## src/rtl/obs_tick_pkg.sv

```systemverilog
// Shared constants, types and LFSR helpers for the obstacle tick generator.
// Optional build macro: OBS_TICK_LFSR_STEP_EN (see obs_tick_gen.sv).
package obs_tick_pkg;

    localparam int unsigned CLK_HZ                  = 50_000_000;
    localparam int unsigned FRAME_HZ                = 60;
    localparam int unsigned DEFAULT_FRAMES_PER_STEP = 15;
    // Rounded up so the frame rate never exceeds FRAME_HZ.
    localparam int unsigned DEFAULT_DELAY_CYCLES    =
        (CLK_HZ + FRAME_HZ - 1) / FRAME_HZ;

    localparam int unsigned LFSR_W      = 5;
    localparam int unsigned LFSR_TAP_HI = 4;
    localparam int unsigned LFSR_TAP_LO = 2;

    typedef logic [LFSR_W-1:0] rand_t;

    function automatic rand_t fix_seed(input rand_t s);
        return (s == '0) ? rand_t'(1) : s;
    endfunction

    function automatic rand_t lfsr_next(input rand_t s);
        return {s[LFSR_W-2:0], s[LFSR_TAP_HI] ^ s[LFSR_TAP_LO]};
    endfunction

endpackage

```

## src/rtl/obs_lfsr5.sv

```systemverilog
// 5-bit Fibonacci LFSR (x^5+x^3+1) with seed load on reset and advance enable.
// The all-zero lock-up state is excluded by coercing the seed.
module obs_lfsr5
    import obs_tick_pkg::*;
(
    input  logic              clock,
    input  logic              reset,
    input  logic              advance,
    input  logic [LFSR_W-1:0] seed,
    output logic [LFSR_W-1:0] q
);

    rand_t r_q;

    always_ff @(posedge clock) begin
        if (reset) begin
            r_q <= fix_seed(seed);
        end else if (advance) begin
            r_q <= lfsr_next(r_q);
        end
    end

    assign q = r_q;

endmodule

```

## src/rtl/obs_tick_gen.sv

```systemverilog
// Frame/step tick generator and placement LFSR for the obstacle datapath.
// Define OBS_TICK_LFSR_STEP_EN to advance the LFSR only on step ticks.
module obs_tick_gen
    import obs_tick_pkg::*;
#(
    parameter int unsigned DELAY_CYCLES    = DEFAULT_DELAY_CYCLES,
    parameter int unsigned FRAMES_PER_STEP = DEFAULT_FRAMES_PER_STEP,
    parameter logic [4:0]  LFSR_SEED       = 5'h01
) (
    input  logic       clock,
    input  logic       reset,
    input  logic       enable,
    output logic       frame_tick,
    output logic       step_tick,
    output logic [4:0] rand_num
);

    localparam int unsigned DW =
        (DELAY_CYCLES > 1) ? $clog2(DELAY_CYCLES) : 1;
    localparam int unsigned FW =
        (FRAMES_PER_STEP > 1) ? $clog2(FRAMES_PER_STEP) : 1;

    localparam logic [DW-1:0] D_RELOAD = DW'(DELAY_CYCLES - 1);
    localparam logic [FW-1:0] F_LAST   = FW'(FRAMES_PER_STEP - 1);

    logic [DW-1:0] r_dcount;
    logic [FW-1:0] r_fcount;
    logic          r_frame;
    logic          r_step;
    logic          w_advance;
    rand_t         w_seed;
    rand_t         w_q;

    // Delay counter pauses (without restarting) while enable is low.
    always_ff @(posedge clock) begin
        if (reset) begin
            r_dcount <= D_RELOAD;
            r_frame  <= 1'b0;
        end else if (enable) begin
            if (r_dcount == '0) begin
                r_dcount <= D_RELOAD;
                r_frame  <= 1'b1;
            end else begin
                r_dcount <= r_dcount - 1'b1;
                r_frame  <= 1'b0;
            end
        end else begin
            r_frame <= 1'b0;
        end
    end

    always_ff @(posedge clock) begin
        if (reset) begin
            r_fcount <= '0;
            r_step   <= 1'b0;
        end else if (r_frame) begin
            if (r_fcount == F_LAST) begin
                r_fcount <= '0;
                r_step   <= 1'b1;
            end else begin
                r_fcount <= r_fcount + 1'b1;
                r_step   <= 1'b0;
            end
        end else begin
            r_step <= 1'b0;
        end
    end

`ifdef OBS_TICK_LFSR_STEP_EN
    assign w_advance = r_step;
`else
    assign w_advance = 1'b1;
`endif

    assign w_seed = rand_t'(LFSR_SEED);

    obs_lfsr5 u_lfsr (
        .clock   (clock),
        .reset   (reset),
        .advance (w_advance),
        .seed    (w_seed),
        .q       (w_q)
    );

    assign frame_tick = r_frame;
    assign step_tick  = r_step;
    assign rand_num   = w_q;

endmodule

```

## config.mk

```make
export PLATFORM = sky130hd
export DESIGN_NAME = obs_tick_gen
export DESIGN_NICKNAME = d
export VERILOG_FILES = /design/src/rtl/obs_tick_pkg.sv /design/src/rtl/obs_lfsr5.sv /design/src/rtl/obs_tick_gen.sv
export SDC_FILE = /design/constraint.sdc
export NUM_CORES = 1
export LEC_CHECK = 0
export ABC_AREA = 0
export ABC_CLOCK_PERIOD_IN_PS = 1580
export CORE_MARGIN = 4
export CORE_UTILIZATION = 26
export DETAILED_ROUTE_END_ITERATION = 6
export SYNTH_ARGS = -nofsm -noshare
export SYNTH_HDL_FRONTEND = slang
export SYNTH_HIERARCHICAL = 1
export SYNTH_SLANG_ARGS = --single-unit
```

## constraint.sdc

```tcl
create_clock -name clock -period 1.58 [get_ports clock]
set_clock_uncertainty 0.05 [all_clocks]
set_input_delay 0.158 -clock clock [delete_from_list [all_inputs] [get_ports clock]]
set_output_delay 0.158 -clock clock [all_outputs]
set_load 0.02 [all_outputs]
```

Word-level counts from Yosys, hierarchy flattened
Cells that the tools add are included.
{ "op_classes": {"add_sub_neg": 2, "eq_ne": 1, "muxes": 4, "bitwise_logic": 3, "n_reduce_logical": 3} }
{ "op_table": {"columns": ["operator", "count"], "rows": [
  ["$logic_not A20 Y1", 1],
  ["$mux W20", 1],
  ["$sub A20 B1 Y20 const B", 1],
  ["$add A4 B1 Y4 const B", 1],
  ["$eq A4 B4 Y1 const B", 1],
  ["$mux W4", 1],
  ["$reduce_or A2 Y1", 2],
  ["$mux W1", 2],
  ["$not A1 Y1", 2],
  ["$xor A1 B1 Y1", 1]
]} }
{ "word_totals": {"regBits": 31, "in_bits": 3, "elab_cells": 18} }

Longest topological paths before layout
Gate-level depths: netlist of the first run.
{ "logic_depth": {"ltp_word": 2, "ltp_mapped": 7, "depth_no_buf": 6} }

Modules after synthesis
Netlist of the first run, hierarchy kept.
{ "by_module_without_submodules": {"columns": ["module", "instances", "cells_each", "area_each_um2", "seq_area_each_um2"], "rows": [
  ["obs_tick_gen", 1, 138, 1256.2, 520.5],
  ["obs_lfsr5", 1, 15, 264.0, 150.1]
]} }

Least setup slack after synthesis of the first run
OpenSTA, ideal clock, no wires.
{ "synth_timing": {"kind": "flip-flop to flip-flop", "from": "reg r_dcount[0]", "to": "reg r_dcount[18]", "arrival_time_ns": 1.485, "required_time_ns": 1.456, "slack_ns": -0.030, "path_stages_with_launch": 8, "period_less_slack_ns": 1.610, "cell_sequence": "dfxtp_1 > inv_1 > ha_1 > nor4bb_1 > buf_2 > nand4_1 > o31a_1 > o21ai_0"} }
{ "synth_between": {"elab_chain_cells": 2, "word_cells_on_any_way": 3, "cone_classes": "1 x add/sub; 1 x mux; 1 x reduce/logical"} }
{ "synth_lines": {"columns": ["element", "line", "text"], "rows": [
  ["start: declaration", "obs_tick_gen.sv:26", "logic [DW-1:0] r_dcount;"],
  ["start signal: assignment", "obs_tick_gen.sv:44", "r_dcount <= r_dcount - 1'b1;"],
  ["$sub A20 B1 Y20 / $logic_not A20 Y1 (equally long branches)", "obs_tick_gen.sv:44, obs_tick_gen.sv:40", null],
  ["$mux W20 *", "obs_tick_gen.sv:40", "if (r_dcount == '0) begin"]
]} }
Mark *: on every way between the ends. The rest lies on a longest branch, timed or not.
A chain may end at the register's enable or synchronous reset.

Final worst setup path of the first run
{ "layout_timing": {"from": "reg r_dcount[9]", "to": "reg r_dcount[3]"} }
{ "layout_between": {"elab_chain_cells": 2} }
{ "layout_lines": {"columns": ["element", "line"], "rows": [
  ["$logic_not A20 Y1", "obs_tick_gen.sv:40"],
  ["$mux W20", "obs_tick_gen.sv:40"]
]} }
Every way passes these cells.

==> results of run 1 <==
path summary, 6_finish.rpt:
kind | cells past startpoint | endpoint
setup / recovery | 4 | r_dcount[3]$_SDFFE_PP0P_
hold reg to reg | 2 | r_dcount[7]$_SDFFE_PP0P_
hold / removal | 2 | r_dcount[7]$_SDFFE_PP0P_
setup reg to reg | 4 | r_dcount[3]$_SDFFE_PP0P_
critical path, stage by stage (launching register included):
cell,delay [ns]
dfxtp_4,0.36
or4_4,0.54
nor3_4,0.22
a31o_4,0.28
a21oi_1,0.06
cells in the mapped netlist (all sizes together), types with 3 or more instances:
| library cell | n | area (µm²) |
|---|---|---|
| a21oi | 5 | 28.8 |
| buf | 5 | 30.0 |
| inv | 5 | 18.8 |
| nor3 | 5 | 30.0 |
| edfxtp | 5 | 150 |
| nor4 | 6 | 73.8 |
| dfxtp | 26 | 521 |
| nand4 | 6 | 37.5 |
| mux2 | 4 | 60.1 |
| nand2 | 14 | 55.1 |
| nor2 | 12 | 45.0 |
| a31oi | 3 | 18.8 |
| nand3 | 7 | 40.0 |
| o31ai | 3 | 22.5 |
| or4 | 3 | 26.3 |
| xor2 | 11 | 96.3 |
| nand3b | 3 | 22.5 |
state kept, by name, indices dropped and copies added (netlist names):
name,flops
step_tick,1
r_dcount,20
r_fcount,4
frame_tick,1
u_lfsr/q,5
power breakdown:
group          internal, mW  switching, mW  total, mW
logic                 0.103         0.0941      0.197
registers             0.828         0.0171      0.845
clock network         0.461          0.292      0.753
total                  1.39          0.404       1.79
cell type report:
class,count,area (µm²)
Clock inverter,3,38.8
Multi-Input combinational cell,119,957
Clock buffer,5,68.8
Sequential cell,31,679
Inverter,5,18.8
Timing Repair Buffer,42,368
Tap cell,72,90.1
Fill cell,547,3350
layer usage:
layer  wire (µm)  vias up  GRT usage [%]
met5           0        -              0
met2        1560       27           14.3
met3         138        5           3.04
met1        1540      620           12.4
li1            -      645              -
met4          36        0           3.45
cells by family (layout without fill, tap and decap cells):
logic type	Yosys count	after routing	synth area share [%]
muxes	6	6	5.27
other	2	10	0.494
adders and majority gates	2	2	1.65
AOI/OAI and AO/OA	20	20	9.38
DFF	31	31	44.1
buffers and inverters	11	55	3.46
and+or+nand+nor	68	68	28.1
xor gates and xnor gates	13	13	7.49
timing repair:
| action | CTS | global route |
|---|---|---|
| setup endpoints to repair | 13 | 20 |
| gates resized for setup | 12 | 32 |
| pin swaps | 4 | 8 |
| setup buffers | 0 | 2 |
| cloned | 1 | 0 |
==> flow_metrics.tcl, run 1 <==
set metrics [dict create \
    status "finished with violations" \
    violations "setup timing" \
    synth-edff-count 5 \
    place_area_um2 1930 \
    async_flop_share_pct 0 \
    postRouteAntennaNets 0 \
    antenna_found_initial 0 \
    syn_area_per_cell_um2 9.94 \
    postLayoutSetupSlackWorst_ns -0.0405 \
    pre_cts_slack_ns -0.218 \
    pin_count 10 \
    hold_viol 0 \
    r2r_slack_ns -0.04 \
    gr-total-overflow 0 \
    clk_pin_slew_ns 0.07 \
    routedWlPerCell_um 11.8 \
    cts_tree "yes" \
    report.final.slew_viol_count 0 \
    cts_sinks 31 \
    min-delay-start "r_dcount[7]$_SDFFE_PP0P_" \
    drive_gt1_share_pct 40.0 \
    vias 1297 \
    layout_common_cells "buf_4, dfxtp_1, xor2_1, conb_1, nor2_1" \
    whs_ns 0.461 \
    tns_ns -0.240 \
    yosys_register_bits 31 \
    fmaxAchievable_mhz 617 \
    ctsHoldBuffers 0 \
    finalCritPeriodShare_pct 103 \
    syn_to_final_growth_pct 46.1 \
    n_antenna_cell 0 \
    start_kind "register" \
    nets 209 \
    dp.cells 266 \
    worstReg2RegStart "r_dcount[9]$_SDFFE_PP1P_" \
    holdCritPathClass "reg2reg" \
    powerDensity_nw_per_um2 808 \
    drv_cap 0 \
    dieArea_um2 7130 \
    grt_use_total_pct 9.40 \
    core_area_um2 5570 \
    cp-startpoint "r_dcount[9]$_SDFFE_PP1P_" \
    rsz0062_at_grt "true" \
    ys_seq_area_share_pct 44.1 \
    ys.flop_type "dfxtp_1" \
    initial_core_util_pct 27.3 \
    grt_pass1_vias 1185 \
    synth.cell_area_um2 1520 \
    vias_per_cell 4.68 \
    stdcell_count 277 \
    final_common_cell "buf_4" \
    finalSetupViolations 8 \
    cts_max_level 2 \
    gp_congestion 0.820 \
    clockRootBuffer "clkbuf_8" \
    finalPower_mw 1.79 \
    clkLatencyLatePin_ns 0.28 \
    yosys_warnings 6 \
    cp-end-kind "register" \
    drcViolationCount 0 \
    grt_pass1_wl_mm 5.46 \
    firstDrtPassIters 4 \
    period_needed_ns 1.62 \
    arrival_ns 1.74 \
    die_x_um 84.5 \
    post-route-util_pct 39.8 \
    vdd_ir_drop_max_uv 494 \
    stdcell_area_um2 2220 \
    path_max_fanout 8 \
    clockBufferDepth 2 \
    syn_inst 153 \
    drtIter0Drc 35 \
    die_h_um 84.5 \
    worstSetupPathType "reg2reg" \
    static-leakage-power_nw 0.842 \
    core.rowCount 27 \
    grt_max_degree 16 \
    yosys.cell_types.count 48 \
    hpwl_mm 2.20 \
    cts_made_buffers 5 \
    critPathRequiredTime_ns 1.70 \
    drt_wl_total_mm 3.28 \
    port-buffer-count 9 \
]
(Power assumes the default switching activity.)
==> run 2, diff against run 1 <==
SKIP_CTS_REPAIR_TIMING = 1   (was not set)
==> run 2 against run 1 <==
Net effect: the run still ends with setup timing left; combinational power about the same; design area up 0.96%; clock power about the same; sequential share of layout area down 0.12 points; hold slack worse by 0.016 ns; flip-flop and latch count unchanged; via count down 2.2%; total power up 0.32%; wire length up 2.7%; critical path type unchanged; critical endpoint is now r_dcount[16]$_SDFFE_PP0P_.
==> flow_metrics.tcl, run 2 (same netlist as run 1, synthesis figures left out) <==
set metrics [dict create \
    grt_use_total_pct 9.16 \
    drtIter0Drc 28 \
    status "finished with violations" \
    die_x_um 84.5 \
    core_area_um2 5570 \
    hold_viol 0 \
    firstDrtPassIters 4 \
    min-delay-start "r_dcount[7]$_SDFFE_PP0P_" \
    hpwl_mm 2.20 \
    violations "setup timing" \
    dieArea_um2 7130 \
    finalPower_mw 1.80 \
    top_layer_used "met4" \
    nets 210 \
    largest_reg_flops 20 \
    cts_max_level 2 \
    fmaxAchievable_mhz 618 \
    syn_to_final_growth_pct 47.5 \
    cts_tree "yes" \
    place_area_um2 1930 \
    static-leakage-power_nw 0.860 \
    n_antenna_cell 0 \
    whs_ns 0.445 \
    drcViolationCount 0 \
    cp_top_family "simple AND/OR/NAND/NOR gates" \
    initial_core_util_pct 27.3 \
    critPathRequiredTime_ns 1.70 \
    start_kind "register" \
    layout_common_cells "buf_4, dfxtp_1, nor2_1, xor2_1" \
    crit_path_cell_trace "or4_4, nor3_4, a31o_4, nor2_1" \
    holdCritPathClass "reg2reg" \
    clkLatencyLatePin_ns 0.28 \
    gp_congestion 0.820 \
    final_common_cell "buf_4" \
    min_to "r_dcount[7]$_SDFFE_PP0P_" \
    wl_met2_mm 1.64 \
    clockRootBuffer "clkbuf_8" \
    core.rowCount 27 \
    postLayoutSetupSlackWorst_ns -0.0394 \
    finalCritPeriodShare_pct 102 \
    path_max_fanout 8 \
    cp-end-kind "register" \
    grt_pass1_vias 1159 \
    worstSetupPathType "reg2reg" \
    stdcell_count 278 \
    wl_met1_mm 1.55 \
    grt_pass1_wl_mm 5.33 \
    drive_gt1_share_pct 41.7 \
    pin_count 10 \
    report.final.slew_viol_count 0 \
    drt_wl_total_mm 3.37 \
    die_h_um 84.5 \
    holdPathStages 2 \
    cp_num_buf_inv 0 \
    reg2reg_depth 4 \
    largest-register "r_dcount" \
    stdcell_area_um2 2240 \
    slowest_delay_ns 0.54 \
    finalSetupViolations 10 \
    r2r_slack_ns -0.04 \
    powerDensity_nw_per_um2 803 \
    cp_slowest_cell "or4_4" \
    clk_pin_slew_ns 0.06 \
    vias 1269 \
    period_needed_ns 1.62 \
    port-buffer-count 9 \
    vdd_ir_drop_max_uv 465 \
    rsz0062_at_grt "true" \
    postRouteAntennaNets 0 \
    clockBufferDepth 2 \
    worstReg2RegStart "r_dcount[9]$_SDFFE_PP1P_" \
    cts_sinks 31 \
    antenna_found_initial 0 \
    arrival_ns 1.74 \
    drv_cap 0 \
    wl_met3_um 157 \
    gr-total-overflow 0 \
    rr_endpoint "r_dcount[16]$_SDFFE_PP0P_" \
    dp.cells 266 \
    vias_per_cell 4.56 \
    cts_made_buffers 5 \
    routedWlPerCell_um 12.1 \
    grt_max_degree 16 \
]
## run 2: metal layers
| metal | vias up | global-route usage, % |
|---|---|---|
| met1 | 589 | 12.3 |
| met5 | - | 0 |
| met2 | 29 | 13.7 |
| met3 | 4 | 3.04 |
| met4 | 0 | 3.45 |
| li1 | 647 | - |
## run 2: power breakdown
group / total [mW] / switching (mW) / internal [mW] / leakage (nW)
Combinational: 0.200 / 0.0960 / 0.104 / 0.542
Sequential: 0.844 / 0.0180 / 0.826 / 0.262
Clock: 0.756 / 0.295 / 0.461 / 0.0556
Total: 1.80 / 0.409 / 1.39 / 0.860
## run 2: worst min-delay path, stage by stage, from the launching register on
cell	delay [ns]
dfxtp_4	0.36
o41ai_4	0.05
a21oi_2	0.04
## run 2: how the worst max path moves through the flow
| stage | end | start | cells past startpoint |
|---|---|---|---|
| 2_1_floorplan | r_dcount[18]$_SDFFE_PP1P_ | r_dcount[0]$_SDFFE_PP1P_ | 7 |
| 3_3_place_gp | r_dcount[14]$_SDFFE_PP0P_ | enable | 6 |
| 3_5_place_dp | r_dcount[18]$_SDFFE_PP1P_ | enable | 5 |
| 4_1_cts | r_dcount[1]$_SDFFE_PP0P_ | r_dcount[9]$_SDFFE_PP1P_ | 4 |
| 5_1_grt | r_dcount[17]$_SDFFE_PP0P_ | r_dcount[7]$_SDFFE_PP0P_ | 4 |
| 6_report | r_dcount[16]$_SDFFE_PP0P_ | r_dcount[9]$_SDFFE_PP1P_ | 4 |
## run 2: per-stage QoR
step / setup slack [ns] / TNS [ns] / util, %
after global routing: -0.116 / -1.13 / 40.2
after floorplan: -0.00679 / -0.00870 / -
after CTS: -0.0750 / -0.528 / 36.6
final: -0.0394 / -0.194 / 40.2
after detailed placement: -0.218 / -2.82 / 34.7
after global placement: -0.235 / -2.41 / 34.7
## run 2: area by class of cell
| class | instances | area, µm² |
|---|---|---|
| fillers | 558 | 3330 |
| multi-input cells | 119 | 960 |
| flip-flops and latches | 31 | 683 |
| repair buffers | 43 | 383 |
| well taps | 72 | 90.1 |
| clock buffers | 5 | 68.8 |
| clock inverters | 3 | 38.8 |
| inverters | 5 | 18.8 |
